===== config.mk =====
export PLATFORM = sky130hd
export DESIGN_NAME = wvf_dac_spi_driver
export DESIGN_NICKNAME = d
export VERILOG_FILES = /design/src/rtl/wvf_dac_spi_driver.sv
export SDC_FILE = /design/constraint.sdc
export NUM_CORES = 1
export LEC_CHECK = 0
export BUFFER_PORTS_ARGS = -buffer_cell sky130_fd_sc_hd__buf_4
export CAP_MARGIN = 20
export CELL_PAD_IN_SITES_DETAIL_PLACEMENT = 1
export CELL_PAD_IN_SITES_GLOBAL_PLACEMENT = 1
export CORE_MARGIN = 3
export CORE_UTILIZATION = 39
export CTS_CLUSTER_DIAMETER = 200
export DETAILED_ROUTE_END_ITERATION = 10
export PLACE_DENSITY_LB_ADDON = 0.1
export SYNTH_ARGS = -nofsm -noshare
export SYNTH_HDL_FRONTEND = slang
export SYNTH_SLANG_ARGS = --single-unit

===== constraint.sdc =====
create_clock -name CLK_SYS -period 1.8 [get_ports CLK_SYS]
set_input_delay 0.27 -clock CLK_SYS [delete_from_list [all_inputs] [get_ports CLK_SYS]]
set_output_delay 0.27 -clock CLK_SYS [all_outputs]
set_load 0.02 [all_outputs]

===== src/rtl/wvf_dac_spi_driver.sv =====
// wvf_dac_spi_driver
// Takes LUT samples over a valid/ready handshake, converts each one to an
// offset-binary DAC code and sends it as a 16-bit SPI frame {CMD_WORD, code}.
// An LDAC_N load strobe follows every frame. Frames whose sample carried the
// end-of-table flag increment a wrapping waveform-period counter.
module wvf_dac_spi_driver #(
  parameter int         BIT_WIDTH = 12,
  parameter int         SIGNED_IN = 1,
  parameter logic [3:0] CMD_WORD  = 4'b0011,
  parameter int         CLK_DIV   = 4,
  parameter int         CNT_WIDTH = 16
) (
  input  logic                 CLK_SYS,
  input  logic                 RST,
  input  logic                 EN,
  input  logic [BIT_WIDTH-1:0] DATA_IN,
  input  logic                 DATA_VALID,
  input  logic                 DATA_END,
  output logic                 DATA_READY,
  output logic                 SPI_SCLK,
  output logic                 SPI_MOSI,
  output logic                 SPI_CS_N,
  output logic                 SPI_LDAC_N,
  output logic                 BUSY,
  output logic                 OVERRUN,
  output logic [CNT_WIDTH-1:0] PERIOD_CNT
);

  localparam int                   DIV_W    = (CLK_DIV > 1) ? $clog2(CLK_DIV) : 1;
  localparam logic [DIV_W-1:0]     DIV_LAST = DIV_W'(CLK_DIV - 1);
  localparam logic [BIT_WIDTH-1:0] SIGN_BIT = BIT_WIDTH'(1 << (BIT_WIDTH - 1));

  typedef enum logic [2:0] {
    S_IDLE,
    S_LOAD,
    S_SHIFT,
    S_CS_HOLD,
    S_LDAC
  } state_t;

  state_t               state, state_next;

  logic [BIT_WIDTH-1:0] hold_data;
  logic                 hold_end;
  logic                 hold_full;
  logic                 end_flag;
  logic [15:0]          shift_reg;
  logic [DIV_W-1:0]     div_cnt;
  logic [3:0]           bit_cnt;
  logic                 sclk_phase;

  logic                 div_done;
  logic                 last_bit;
  logic [BIT_WIDTH-1:0] conv;
  logic [11:0]          code12;
  logic [15:0]          frame;

  assign DATA_READY = EN & ~hold_full;

  // Flipping the sign bit of a two's-complement sample gives offset binary;
  // narrower samples are left-justified into the 12-bit DAC code.
  assign conv     = (SIGNED_IN != 0) ? (hold_data ^ SIGN_BIT) : hold_data;
  assign code12   = 12'(conv) << (12 - BIT_WIDTH);
  assign frame    = {CMD_WORD, code12};

  assign div_done = (div_cnt == DIV_LAST);
  assign last_bit = (bit_cnt == 4'd15);

  // FSM state register.
  always_ff @(posedge CLK_SYS) begin
    // NOTE: sequential state uses <= so every register samples pre-edge values.
    if (RST) state <= S_IDLE;
    else     state <= state_next;
  end

  // Next-state logic and SPI pin decode from the current state.
  always_comb begin
    // NOTE: all outputs get a default before the case so no path infers a latch.
    state_next = state;
    SPI_SCLK   = 1'b0;
    SPI_MOSI   = 1'b0;
    SPI_CS_N   = 1'b1;
    SPI_LDAC_N = 1'b1;
    BUSY       = 1'b1;
    case (state)
      S_IDLE: begin
        BUSY = 1'b0;
        if (hold_full) state_next = S_LOAD;
      end
      S_LOAD: begin
        SPI_CS_N   = 1'b0;
        SPI_MOSI   = CMD_WORD[3];  // frame MSB is always the command MSB
        state_next = S_SHIFT;
      end
      S_SHIFT: begin
        SPI_CS_N = 1'b0;
        SPI_SCLK = sclk_phase;
        SPI_MOSI = shift_reg[15];
        if (div_done && sclk_phase && last_bit) state_next = S_CS_HOLD;
      end
      S_CS_HOLD: begin
        SPI_CS_N = 1'b0;
        if (div_done) state_next = S_LDAC;
      end
      S_LDAC: begin
        SPI_LDAC_N = 1'b0;
        if (div_done) state_next = S_IDLE;
      end
      default: state_next = S_IDLE;
    endcase
    // Dropping EN abandons any frame; LDAC is never reached for it.
    if (!EN) state_next = S_IDLE;
  end

  // Sample and frame storage; validity is tracked by hold_full and the FSM state.
  always_ff @(posedge CLK_SYS) begin
    // NOTE: pure data registers carry no reset; nothing reads them until qualified.
    if (DATA_VALID && DATA_READY) begin
      hold_data <= DATA_IN;
      hold_end  <= DATA_END;
    end
    if (state == S_LOAD) begin
      shift_reg <= frame;
      end_flag  <= hold_end;
    end else if (state == S_SHIFT && div_done && sclk_phase && !last_bit) begin
      shift_reg <= {shift_reg[14:0], 1'b0};
    end
  end

  // Handshake flags, SCLK timing counters, overrun flag and period counter.
  always_ff @(posedge CLK_SYS) begin
    if (RST) begin
      hold_full  <= 1'b0;
      div_cnt    <= '0;
      bit_cnt    <= '0;
      sclk_phase <= 1'b0;
      OVERRUN    <= 1'b0;
      PERIOD_CNT <= '0;
    end else if (!EN) begin
      hold_full  <= 1'b0;
      div_cnt    <= '0;
      bit_cnt    <= '0;
      sclk_phase <= 1'b0;
    end else begin
      // With EN high, DATA_READY is simply ~hold_full.
      if (DATA_VALID && hold_full) OVERRUN   <= 1'b1;
      else if (DATA_VALID)         hold_full <= 1'b1;

      case (state)
        S_LOAD: begin
          hold_full  <= 1'b0;  // no accept can coincide: DATA_READY is low here
          div_cnt    <= '0;
          bit_cnt    <= '0;
          sclk_phase <= 1'b0;
        end
        S_SHIFT: begin
          if (div_done) begin
            div_cnt    <= '0;
            sclk_phase <= ~sclk_phase;
            if (sclk_phase && !last_bit) bit_cnt <= bit_cnt + 4'd1;
          end else begin
            div_cnt <= div_cnt + 1'b1;
          end
        end
        S_CS_HOLD: begin
          div_cnt <= div_done ? '0 : div_cnt + 1'b1;
        end
        S_LDAC: begin
          div_cnt <= div_done ? '0 : div_cnt + 1'b1;
          if (div_done && end_flag) PERIOD_CNT <= PERIOD_CNT + 1'b1;
        end
        default: ;
      endcase
    end
  end

endmodule


==> flow_summary.json, run 1 <==
{
  "holdPathEnd": "hold_data[4]",
  "synth.yosys.warnings": 0,
  "cts_buffers": 9,
  "synth.top_cell.area_share": 0.3122,
  "power.switching_fraction": 0.1964,
  "timing_hold_violations_final": 0,
  "crit-reg2reg-launch": "div_cnt[0]",
  "multi_input_comb_area_um2": 988.4,
  "vias": 2009,
  "finalClockSkew_ps": 7.976,
  "num_io_pins": 40,
  "total_power_mw": 2.923,
  "place.port_buffers": 39,
  "syn2layout_area_growth_pct": 29.97,
  "hold-path-cell-count": 1,
  "avgRoutedWirePerCell_um": 15.14,
  "post_route_cells_drive_above_1_share": 0.3107,
  "start_kind": "register",
  "postCtsHoldBufs": 0,
  "pin_count_of_the_biggest_net_entering_global_routing": 19,
  "power_density_nw_per_um2": 899.3,
  "grt_first_pass_wirelength_um": 9756,
  "max-slew-margin-rel": 0.7448,
  "cts_sinks": 58,
  "n_fill_cell": 692,
  "synth-adder-area-share": 0.01501,
  "internal_power_mw": 2.349,
  "p_seq_frac": 0.484,
  "synth-async-reset-ratio": 0,
  "ant_nets": 0,
  "total_die_area_um2": 7410,
  "num_antenna_cells": 0,
  "critical_path.endpoint_type": "output pin",
  "yosys_most_used_dff": "sky130_fd_sc_hd__dfxtp_1",
  "synth.lib_cells_used.distinct": 43,
  "combinational_family_with_the_most_area_after_synthesis": "simple AND/OR/NAND/NOR gates",
  "p_sw_mw": 0.5743,
  "synth_edf_count": 26,
  "worst-slew-pin-transition_ps": 382.8,
  "avgSynthCellArea_um2": 10.21,
  "first_iter_violations": 97,
  "max-clock-path-buffers": 2,
  "worstPathMaxFanout": 5,
  "synth-compound-area-share": 0.09355,
  "ys_top_cells_by_area": "sky130_fd_sc_hd__edfxtp_1 31%, sky130_fd_sc_hd__dfxtp_1 26%, sky130_fd_sc_hd__nand2_1 6.8%, sky130_fd_sc_hd__a21oi_1 3.2%, sky130_fd_sc_hd__nand3_1 2.2%",
  "holdCritPathClass": "in2reg",
  "fp.coreArea_um2": 6061,
  "tritoncts": "built",
  "initial_core_util": 0.4127,
  "ys_top_cells_by_count": "45 x sky130_fd_sc_hd__nand2_1, 32 x sky130_fd_sc_hd__dfxtp_1, 26 x sky130_fd_sc_hd__edfxtp_1, 16 x sky130_fd_sc_hd__a21oi_1, 13 x sky130_fd_sc_hd__nor2_1",
  "maxSlewViolCount": 0,
  "path_class": "reg2out",
  "critical_path_required_ps": 1530,
  "synth.cell_area_um2": 2501,
  "dieHeight_um": 86.08,
  "max_fclk_ghz": 0.5761,
  "drc": 0,
  "leakagePower_nw": 1.290,
  "yosys.cell_count.top_type": "sky130_fd_sc_hd__nand2_1",
  "maxCapViolCount": 0,
  "wirelength_um": 5813,
  "num_rows": 28,
  "regToRegEndpoint": "PERIOD_CNT[15]",
  "detailed_routing_iteration_count_for_the_pre_antenna_repair_pass": 4,
  "die_w_um": 86.08,
  "layout_setup_ws_ps": 64.07,
  "finalNetCount": 324,
  "worst-endpoint-arrival_ps": 1470,
  "regToRegSetupSlack_ps": 110,
  "syn_inst": 245,
  "synth-simple-area-share": 0.2346,
  "overflow_after_grt": 0,
  "proportion_of_power_drawn_by_combinational_gates": 0.035,
  "worst_skew_pair.late_latency_ps": 330,
  "share_of_cell_area_taken_by_muxes_after_synthesis": 0.02901,
  "clock_pin_slew_reported_for_the_worst_setup_and_hold_paths_after_clock_tree_synthesis_ps": 70,
  "grt_antenna_before_repair": 0,
  "layout_min_cycle_time_ps": 1736,
  "ys_seq_elements": 58,
  "synthesis.nets": 265,
  "globalRouteTotalUtil": 0.1710,
  "post-place-ws_ps": 78.49,
  "vdd.ir_drop.worst_mv": 0.4757,
  "run_status": "complete, no violations",
  "cts-htree-levels": 3,
  "cts_root_buf": "sky130_fd_sc_hd__clkbuf_8",
  "pwr-share-clk": 0.481,
  "synthDominantAreaCellType": "sky130_fd_sc_hd__edfxtp_1",
  "hold_path_startpoint": "DATA_IN[4]",
  "layout_worst_path_cycle_share": 0.9644,
  "report.final.setup_viol": 0,
  "detailed_place_hpwl_um": 3972,
  "first_global_vias": 1975,
  "finalWeightedCongestion": 0.6887,
  "yosysSeqAreaShare": 0.5683,
  "yosys.area_share.xor_xnor": 0.01751,
  "routed_via_density": 5.232,
  "rr_worst_depth": 6,
  "register_area_um2": 1428
}
## power by group through the flow
| stage | clock network (mW) | logic, mW | registers, mW |
|---|---|---|---|
| 6_report | 1.41 | 0.102 | 1.41 |
| 5_1_grt | 1.51 | 0.115 | 1.42 |
| 4_1_cts | 1.44 | 0.104 | 1.41 |
| 3_5_place_dp | 0 | 0.103 | 1.44 |
| 3_3_place_gp | 0 | 0.0995 | 1.44 |
| 2_1_floorplan | 0 | 0.0482 | 1.44 |
## routing by layer
layer | share of wire | routed length [µm] | vias to the layer above | GRT usage
met2 | 0.46 | 2690 | 49 | 0.2432
met3 | 0.046 | 266 | 9 | 0.03939
li1 | - | - | 988 | -
met1 | 0.48 | 2783 | 963 | 0.2435
met4 | 0.012 | 72 | 0 | 0.08201
met5 | 0 | 0 | - | 0
## per-stage QoR
step	area [µm²]	hold WS (ps)	instances	setup TNS, ps	util
floorplan	2504	368.9	245	0	-
global placement	2954	405.4	364	0	0.4874
detailed placement	2954	406.3	364	0	0.4874
CTS	3192	92.10	380	0	0.5266
global route	3251	85.65	384	-76.28	0.5363
finish	3251	106.8	384	0	0.5363
## layout make-up
| class | count | share of cell area |
|---|---|---|
| clock buffer | 12 | 0.05119 |
| inverter | 9 | 0.01155 |
| multi-input combinational | 165 | 0.3041 |
| sequential | 58 | 0.4392 |
| clock inverter | 4 | 0.02194 |
| timing repair buffer | 61 | 0.1432 |
| tap | 75 | 0.02887 |
## worst max-delay path by stage
stage	startpoint	to	slack (ps)	cells after the start
final	state[0]	SPI_LDAC_N	60	5
after detailed placement	div_cnt[1]	PERIOD_CNT[15]	80	6
after CTS	state[1]	SPI_CS_N	20	4
after global routing	state[0]	SPI_LDAC_N	-40	5
after global placement	div_cnt[1]	PERIOD_CNT[11]	120	6
after floorplan	state[1]	shift_reg[0]	70	5
## critical path, stage by stage (launching register included)
cell                         delay (ps)
sky130_fd_sc_hd__dfxtp_2            330
sky130_fd_sc_hd__buf_4              150
sky130_fd_sc_hd__nor3b_4            220
sky130_fd_sc_hd__buf_6              150
sky130_fd_sc_hd__clkinvlp_4         110
sky130_fd_sc_hd__buf_4              170
## timing repair
item / in CTS / in global routing
endpoints found under the setup margin: 0 / 8
hold endpoints to repair: 0 / 0
resized for setup: 0 / 12
setup buffers: 0 / 4
## cell usage in the layout (no fill, tap or decap), types with 2 or more instances in the layout
master | netlist | routed
sky130_fd_sc_hd__and4_4 | 1 | 2
sky130_fd_sc_hd__mux2_2 | 2 | 2
sky130_fd_sc_hd__nor3_1 | 3 | 3
sky130_fd_sc_hd__inv_1 | 8 | 7
sky130_fd_sc_hd__nand4_1 | 6 | 6
sky130_fd_sc_hd__clkbuf_8 | 0 | 10
sky130_fd_sc_hd__xor2_1 | 3 | 3
sky130_fd_sc_hd__nor3b_4 | 1 | 2
sky130_fd_sc_hd__nor2_1 | 13 | 13
sky130_fd_sc_hd__dfxtp_2 | 0 | 5
sky130_fd_sc_hd__edfxtp_1 | 26 | 26
sky130_fd_sc_hd__dfxtp_1 | 32 | 27
sky130_fd_sc_hd__a21oi_1 | 16 | 16
sky130_fd_sc_hd__buf_4 | 0 | 59
sky130_fd_sc_hd__nand2b_1 | 2 | 2
sky130_fd_sc_hd__o31ai_1 | 6 | 6
sky130_fd_sc_hd__or4_1 | 6 | 6
sky130_fd_sc_hd__nand3_1 | 11 | 11
sky130_fd_sc_hd__o21ai_0 | 8 | 8
sky130_fd_sc_hd__clkinvlp_4 | 0 | 2
sky130_fd_sc_hd__a31oi_1 | 2 | 2
sky130_fd_sc_hd__xnor2_1 | 2 | 2
sky130_fd_sc_hd__and2_1 | 4 | 4
sky130_fd_sc_hd__or2_2 | 3 | 3
sky130_fd_sc_hd__bufinv_16 | 0 | 2
sky130_fd_sc_hd__mux2i_1 | 5 | 5
sky130_fd_sc_hd__a311oi_1 | 2 | 2
sky130_fd_sc_hd__or3_1 | 7 | 7
sky130_fd_sc_hd__buf_6 | 2 | 2
sky130_fd_sc_hd__ha_1 | 3 | 2
sky130_fd_sc_hd__nand2_1 | 45 | 44
sky130_fd_sc_hd__nor2b_1 | 2 | 2
## logic make-up after synthesis
| logic type | count (synthesis) |
|---|---|
| flops | 58 |
| xor+xnor | 5 |
| buf+inv | 22 |
| compound gates | 39 |
| fa+ha+maj | 3 |
| mux | 7 |
| simple gates | 111 |
(Power assumes the default switching activity.)
==> run 2, diff against run 1 <==
--- a/config.mk
+++ b/config.mk
@@ -13,6 +13,7 @@
 export CORE_UTILIZATION = 39
 export CTS_CLUSTER_DIAMETER = 200
 export DETAILED_ROUTE_END_ITERATION = 10
+export GPL_TIMING_DRIVEN = 0
 export PLACE_DENSITY_LB_ADDON = 0.1
 export SYNTH_ARGS = -nofsm -noshare
 export SYNTH_HDL_FRONTEND = slang
==> run 2 against run 1 <==
Net effect:
- worst setup slack worse by 21 ps
- global-route usage down 1.1 points
- count of clock-buffer cells in the layout down 2
- total power down 14%
- critical path type unchanged
- critical endpoint is now SPI_MOSI
- highest routed layer unchanged
==> flow_summary.json, run 2 (synthesis results as in run 1) <==
{
  "setup_tns_ps": 0,
  "avgRoutedWirePerCell_um": 14.84,
  "layout_min_cycle_time_ps": 1757,
  "cts_buffers": 9,
  "drc": 0,
  "rr_worst_depth": 6,
  "worst-slew-pin-transition_ps": 604.7,
  "tritoncts": "built",
  "first_global_vias": 1950,
  "critical_path.startpoint": "state[2]",
  "routed_via_density": 5.255,
  "vias": 1997,
  "holdPathEnd": "hold_data[7]",
  "post_route_cells_drive_above_1_share": 0.2951,
  "max_fclk_ghz": 0.5691,
  "start_kind": "register",
  "regToRegEndpoint": "PERIOD_CNT[5]",
  "critPathMaxStageDelay_ps": 330,
  "fp.coreArea_um2": 6061,
  "initial_core_util": 0.4127,
  "pin_count_of_the_biggest_net_entering_global_routing": 20,
  "die_w_um": 86.08,
  "detailed_routing_iteration_count_for_the_pre_antenna_repair_pass": 4,
  "syn2layout_area_growth_pct": 26.36,
  "finalClockSkew_ps": 8.222,
  "final.hold.worst_slack_ps": 102.0,
  "holdCritPathClass": "in2reg",
  "clock_pin_slew_reported_for_the_worst_setup_and_hold_paths_after_clock_tree_synthesis_ps": 70,
  "total_die_area_um2": 7410,
  "max-slew-margin-rel": 0.5969,
  "vdd.ir_drop.worst_mv": 0.6434,
  "num_rows": 28,
  "crit_path_cell_trace": "buf_2, nor3b_4, and2_4, buf_4",
  "num_io_pins": 40,
  "rsz0062_at_grt": "yes",
  "run_status": "complete, no violations",
  "hold-path-cell-count": 1,
  "ant_nets": 0,
  "hold_path_startpoint": "DATA_IN[7]",
  "detailed_place_hpwl_um": 3761,
  "cts_sinks": 58,
  "wirelength_um": 5639,
  "power_density_nw_per_um2": 793.2,
  "grt_antenna_before_repair": 0,
  "detailroute.wirelength.met3_um": 274,
  "first_iter_violations": 77,
  "regToRegSetupSlack_ps": 70,
  "critical_path.slowest_cell": "sky130_fd_sc_hd__nor3b_4",
  "maxCapViolCount": 0,
  "critical-path-top-delay-family": "simple AND/OR/NAND/NOR gates",
  "final_cell_mix": "44 x sky130_fd_sc_hd__nand2_1, 44 x sky130_fd_sc_hd__buf_4, 27 x sky130_fd_sc_hd__dfxtp_1",
  "dieHeight_um": 86.08,
  "max-clock-path-buffers": 2,
  "globalRouteTotalUtil": 0.1603,
  "timing_hold_violations_final": 0,
  "crit-reg2reg-launch": "div_cnt[1]",
  "finalWeightedCongestion": 0.7215,
  "maxSlewViolCount": 0,
  "critical_path_required_ps": 1530,
  "finalNetCount": 320,
  "grt_first_pass_wirelength_um": 9108,
  "highest_layer_used_for_signal_routing": "met4",
  "cp.buffers_inverters": 2,
  "layout_worst_path_cycle_share": 0.9763,
  "worst-endpoint-arrival_ps": 1490,
  "postCtsHoldBufs": 0,
  "cts_root_buf": "sky130_fd_sc_hd__clkbuf_8",
  "report.final.setup_viol": 0,
  "overflow_after_grt": 0,
  "critical_path.endpoint_type": "output pin",
  "worst_skew_pair.late_latency_ps": 340,
  "route.met2.wl_um": 2708,
  "cts-htree-levels": 3,
  "path_class": "reg2out",
  "leakagePower_nw": 1.225,
  "worstPathMaxFanout": 10,
  "wl_met1_um": 2569,
  "num_antenna_cells": 0,
  "place.port_buffers": 38
}
## run 2: power by group
group          internal (mW)  switching [mW]  total, mW  leakage [nW]
logic                 0.0437          0.0541     0.0978         0.642
clock network          0.486           0.511      0.997        0.0811
registers               1.40          0.0112       1.41         0.502
## run 2: routing by layer
| layer | global-route usage | vias up |
|---|---|---|
| met5 | 0 | - |
| met4 | 0.06043 | 0 |
| met3 | 0.06436 | 10 |
| met2 | 0.2579 | 35 |
| met1 | 0.1923 | 970 |
| li1 | - | 982 |
## run 2: repair_timing
action / 4_1_cts / 5_1_grt
buffers inserted: 0 / 6
gates cloned: 0 / 1
endpoints found under the setup margin: 19 / 27
resized for setup: 7 / 16
pin swaps: 1 / 6
## run 2: worst register-to-register path, delay by kind of cell (launching register included)
kind                       cells  cell delay, ps
buffers and inverters          1             210
DFF                            1             370
adders and majority gates      1             150
and+or+nand+nor                4             950
## run 2: through the flow
step           cells  cell area [µm²]  power, mW  utilization  setup WS, ps
6_report         380             3161      2.507       0.5215         42.69
5_1_grt          380             3161      2.619       0.5215        -60.81
4_1_cts          373             3067      2.546       0.5060        0.2660
3_5_place_dp     358             2883      1.539       0.4756        -206.9
3_3_place_gp     358             2883      1.536       0.4756        -176.0
2_1_floorplan    245             2504      1.489            -         72.62
## run 2: worst max-delay path by stage
stage	to	slack [ps]	depth (start not counted)
floorplan	shift_reg[0]	70	5
global placement	shift_reg[0]	-180	5
detailed placement	shift_reg[0]	-210	5
CTS	PERIOD_CNT[5]	0.3	6
global route	PERIOD_CNT[5]	-60	6
finish	SPI_MOSI	40	4
## run 2: cell type report
type / count / area [µm²]
Buffer: 12 / 76.32
Clock buffer: 10 / 127.6
Clock inverter: 6 / 33.78
Fill cell: 708 / 2900
Inverter: 9 / 33.78
Multi-Input combinational cell: 165 / 1027
Sequential cell: 58 / 1433
Tap cell: 75 / 93.84
Timing Repair Buffer: 45 / 335.3
==> run 3, diff against run 2 <==
--- a/config.mk
+++ b/config.mk
@@ -9,6 +9,7 @@
 export CAP_MARGIN = 20
 export CELL_PAD_IN_SITES_DETAIL_PLACEMENT = 1
 export CELL_PAD_IN_SITES_GLOBAL_PLACEMENT = 1
+export CORE_ASPECT_RATIO = 1.25
 export CORE_MARGIN = 3
 export CORE_UTILIZATION = 39
 export CTS_CLUSTER_DIAMETER = 200
==> constraint.sdc (replaced) <==
create_clock -name CLK_SYS -period 1.8 [get_ports CLK_SYS]
set_input_delay 0.54 -clock CLK_SYS [delete_from_list [all_inputs] [get_ports CLK_SYS]]
set_output_delay 0.54 -clock CLK_SYS [all_outputs]
set_load 0.02 [all_outputs]
==> run 3 against run 2 <==
Net effect:
- sequential share of layout area fell by 2.5 points
- design area up 6.1%
- count of clock-buffer cells in the layout down 1
- the flow now finishes with violations (setup timing)
- first-iteration DRC count up 3.9%
==> flow_summary.json, run 3 (synthesis results as in run 1) <==
{
  "report.final.setup_viol": 5,
  "tritoncts": "built",
  "leakagePower_nw": 1.318,
  "finalClockSkew_ps": 6.474,
  "violations_in_the_final_reports": "setup timing",
  "crit-reg2reg-launch": "state[1]",
  "power_density_nw_per_um2": 827.6,
  "grt_first_pass_wirelength_um": 9618,
  "critical_path.slowest_cell": "sky130_fd_sc_hd__or3_4",
  "vias": 2019,
  "detailroute.wirelength.met3_um": 168,
  "worstPathMaxFanout": 5,
  "ant_nets": 0,
  "maxSlewViolCount": 0,
  "hold-path-cell-count": 1,
  "num_rows": 32,
  "layout_min_cycle_time_ps": 1854,
  "post_route_cells_drive_above_1_share": 0.3323,
  "rr_worst_depth": 7,
  "cts-htree-levels": 3,
  "cts_buffers": 9,
  "setup_tns_ps": -125.8,
  "grt_antenna_before_repair": 0,
  "wirelength_um": 5621,
  "cts_sinks": 58,
  "detailed_place_hpwl_um": 3842,
  "layout_worst_path_cycle_share": 1.030,
  "max-clock-path-buffers": 2,
  "start_kind": "register",
  "highest_layer_used_for_signal_routing": "met4",
  "die_w_um": 77.63,
  "critical_path_required_ps": 1260,
  "rsz0062_at_grt": "yes",
  "regToRegEndpoint": "PERIOD_CNT[13]",
  "first_global_vias": 2090,
  "route.met2.wl_um": 2903,
  "regToRegSetupSlack_ps": 0,
  "detailed_routing_iteration_count_for_the_pre_antenna_repair_pass": 4,
  "max_fclk_ghz": 0.5395,
  "crit_path_cell_trace": "buf_8, or3_4, buf_6",
  "n_fill_cell": 722,
  "post-place-ws_ps": -232.4,
  "initial_core_util": 0.4030,
  "worst-endpoint-arrival_ps": 1310,
  "multi_input_comb_area_um2": 1037,
  "first_iter_violations": 80,
  "wl_met1_um": 2436,
  "clock_pin_slew_reported_for_the_worst_setup_and_hold_paths_after_clock_tree_synthesis_ps": 70,
  "critPathMaxStageDelay_ps": 370,
  "place.port_buffers": 38,
  "layout_setup_ws_ps": -53.70,
  "holdPathEnd": "hold_data[6]",
  "dieHeight_um": 95.54,
  "finalWeightedCongestion": 0.7006,
  "max-slew-margin-rel": 0.6090,
  "overflow_after_grt": 0,
  "pin_count_of_the_biggest_net_entering_global_routing": 20,
  "total_die_area_um2": 7416,
  "vdd.ir_drop.worst_mv": 0.5947,
  "maxCapViolCount": 0,
  "num_io_pins": 40,
  "timing_hold_violations_final": 0,
  "critical_path.endpoint_type": "output pin",
  "final_cell_mix": "52 x sky130_fd_sc_hd__buf_4, 44 x sky130_fd_sc_hd__nand2_1, 27 x sky130_fd_sc_hd__dfxtp_1",
  "holdCritPathClass": "in2reg",
  "fp.coreArea_um2": 6206,
  "syn2layout_area_growth_pct": 34.12,
  "drc": 0,
  "cts_root_buf": "sky130_fd_sc_hd__clkbuf_8",
  "avgRoutedWirePerCell_um": 14.02,
  "run_status": "finished, violations left",
  "worst_skew_pair.late_latency_ps": 330,
  "path_class": "reg2out",
  "hold_path_startpoint": "DATA_IN[6]",
  "most_frequent_standard_cell_in_the_layout_excluding_fill_and_tap_cells": "sky130_fd_sc_hd__buf_4",
  "finalNetCount": 331,
  "globalRouteTotalUtil": 0.1665,
  "routed_via_density": 5.035,
  "worst-slew-pin-transition_ps": 586.5,
  "num_antenna_cells": 0,
  "final.hold.worst_slack_ps": 382.9,
  "register_area_um2": 1438
}
run 3: changes by cell type in the layout (fill, tap and decap cells not counted), sizes merged:
cell | previous run | this run
clkinv | 5 | 4
bufinv | 0 | 2
buf | 54 | 66
clkbuf | 13 | 11
run 3: worst max path at each step:
stage,from,endpoint
final,state[1],BUSY
after global routing,state[2],SPI_MOSI
after CTS,state[2],SPI_MOSI
after detailed placement,state[1],shift_reg[8]
after global placement,state[1],shift_reg[0]
after floorplan,state[1],shift_reg[0]
run 3: cell type report:
cell class,count,area share
multi-input combinational,165,0.3092
clock inverter,7,0.02499
inverter,9,0.01007
tap,85,0.03170
timing repair buffer,57,0.1347
clock buffer,9,0.03693
sequential,58,0.4286
buffer,11,0.02387
run 3: worst max-delay path: cells and delay by family (launching register included):
kind	cells	cell delay, ps
simple gates	1	370
flops	1	360
buf+inv	2	260
run 3: repair_timing:
action                                  4_1_cts  5_1_grt
gates cloned                                  1        0
pin swaps                                     5        9
buffers inserted                             12        6
resized for setup                            26       15
hold buffers                                  0        0
endpoints found under the setup margin       30       27
endpoints found under the hold margin         0        0
run 3: power by group:
group / switching, mW / internal [mW] / leakage (nW)
Combinational: 0.0524 / 0.0464 / 0.714
Sequential: 0.0115 / 1.40 / 0.503
Clock: 0.506 / 0.762 / 0.102
Total: 0.570 / 2.21 / 1.32
run 3: metal layers:
layer | GRT usage | up-vias
li1 | - | 1009
met2 | 0.2993 | 32
met4 | 0.08902 | 0
met5 | 0 | -
met3 | 0.03497 | 12
met1 | 0.1836 | 966
run 3: stage by stage:
stage	util	std cells	instance area (µm²)	power [mW]
floorplan	-	245	2504	1.489
detailed placement	0.4665	368	2895	1.539
global placement	0.4665	368	2895	1.536
global route	0.5405	401	3354	2.882
CTS	0.5286	396	3281	2.811
finish	0.5405	401	3354	2.776
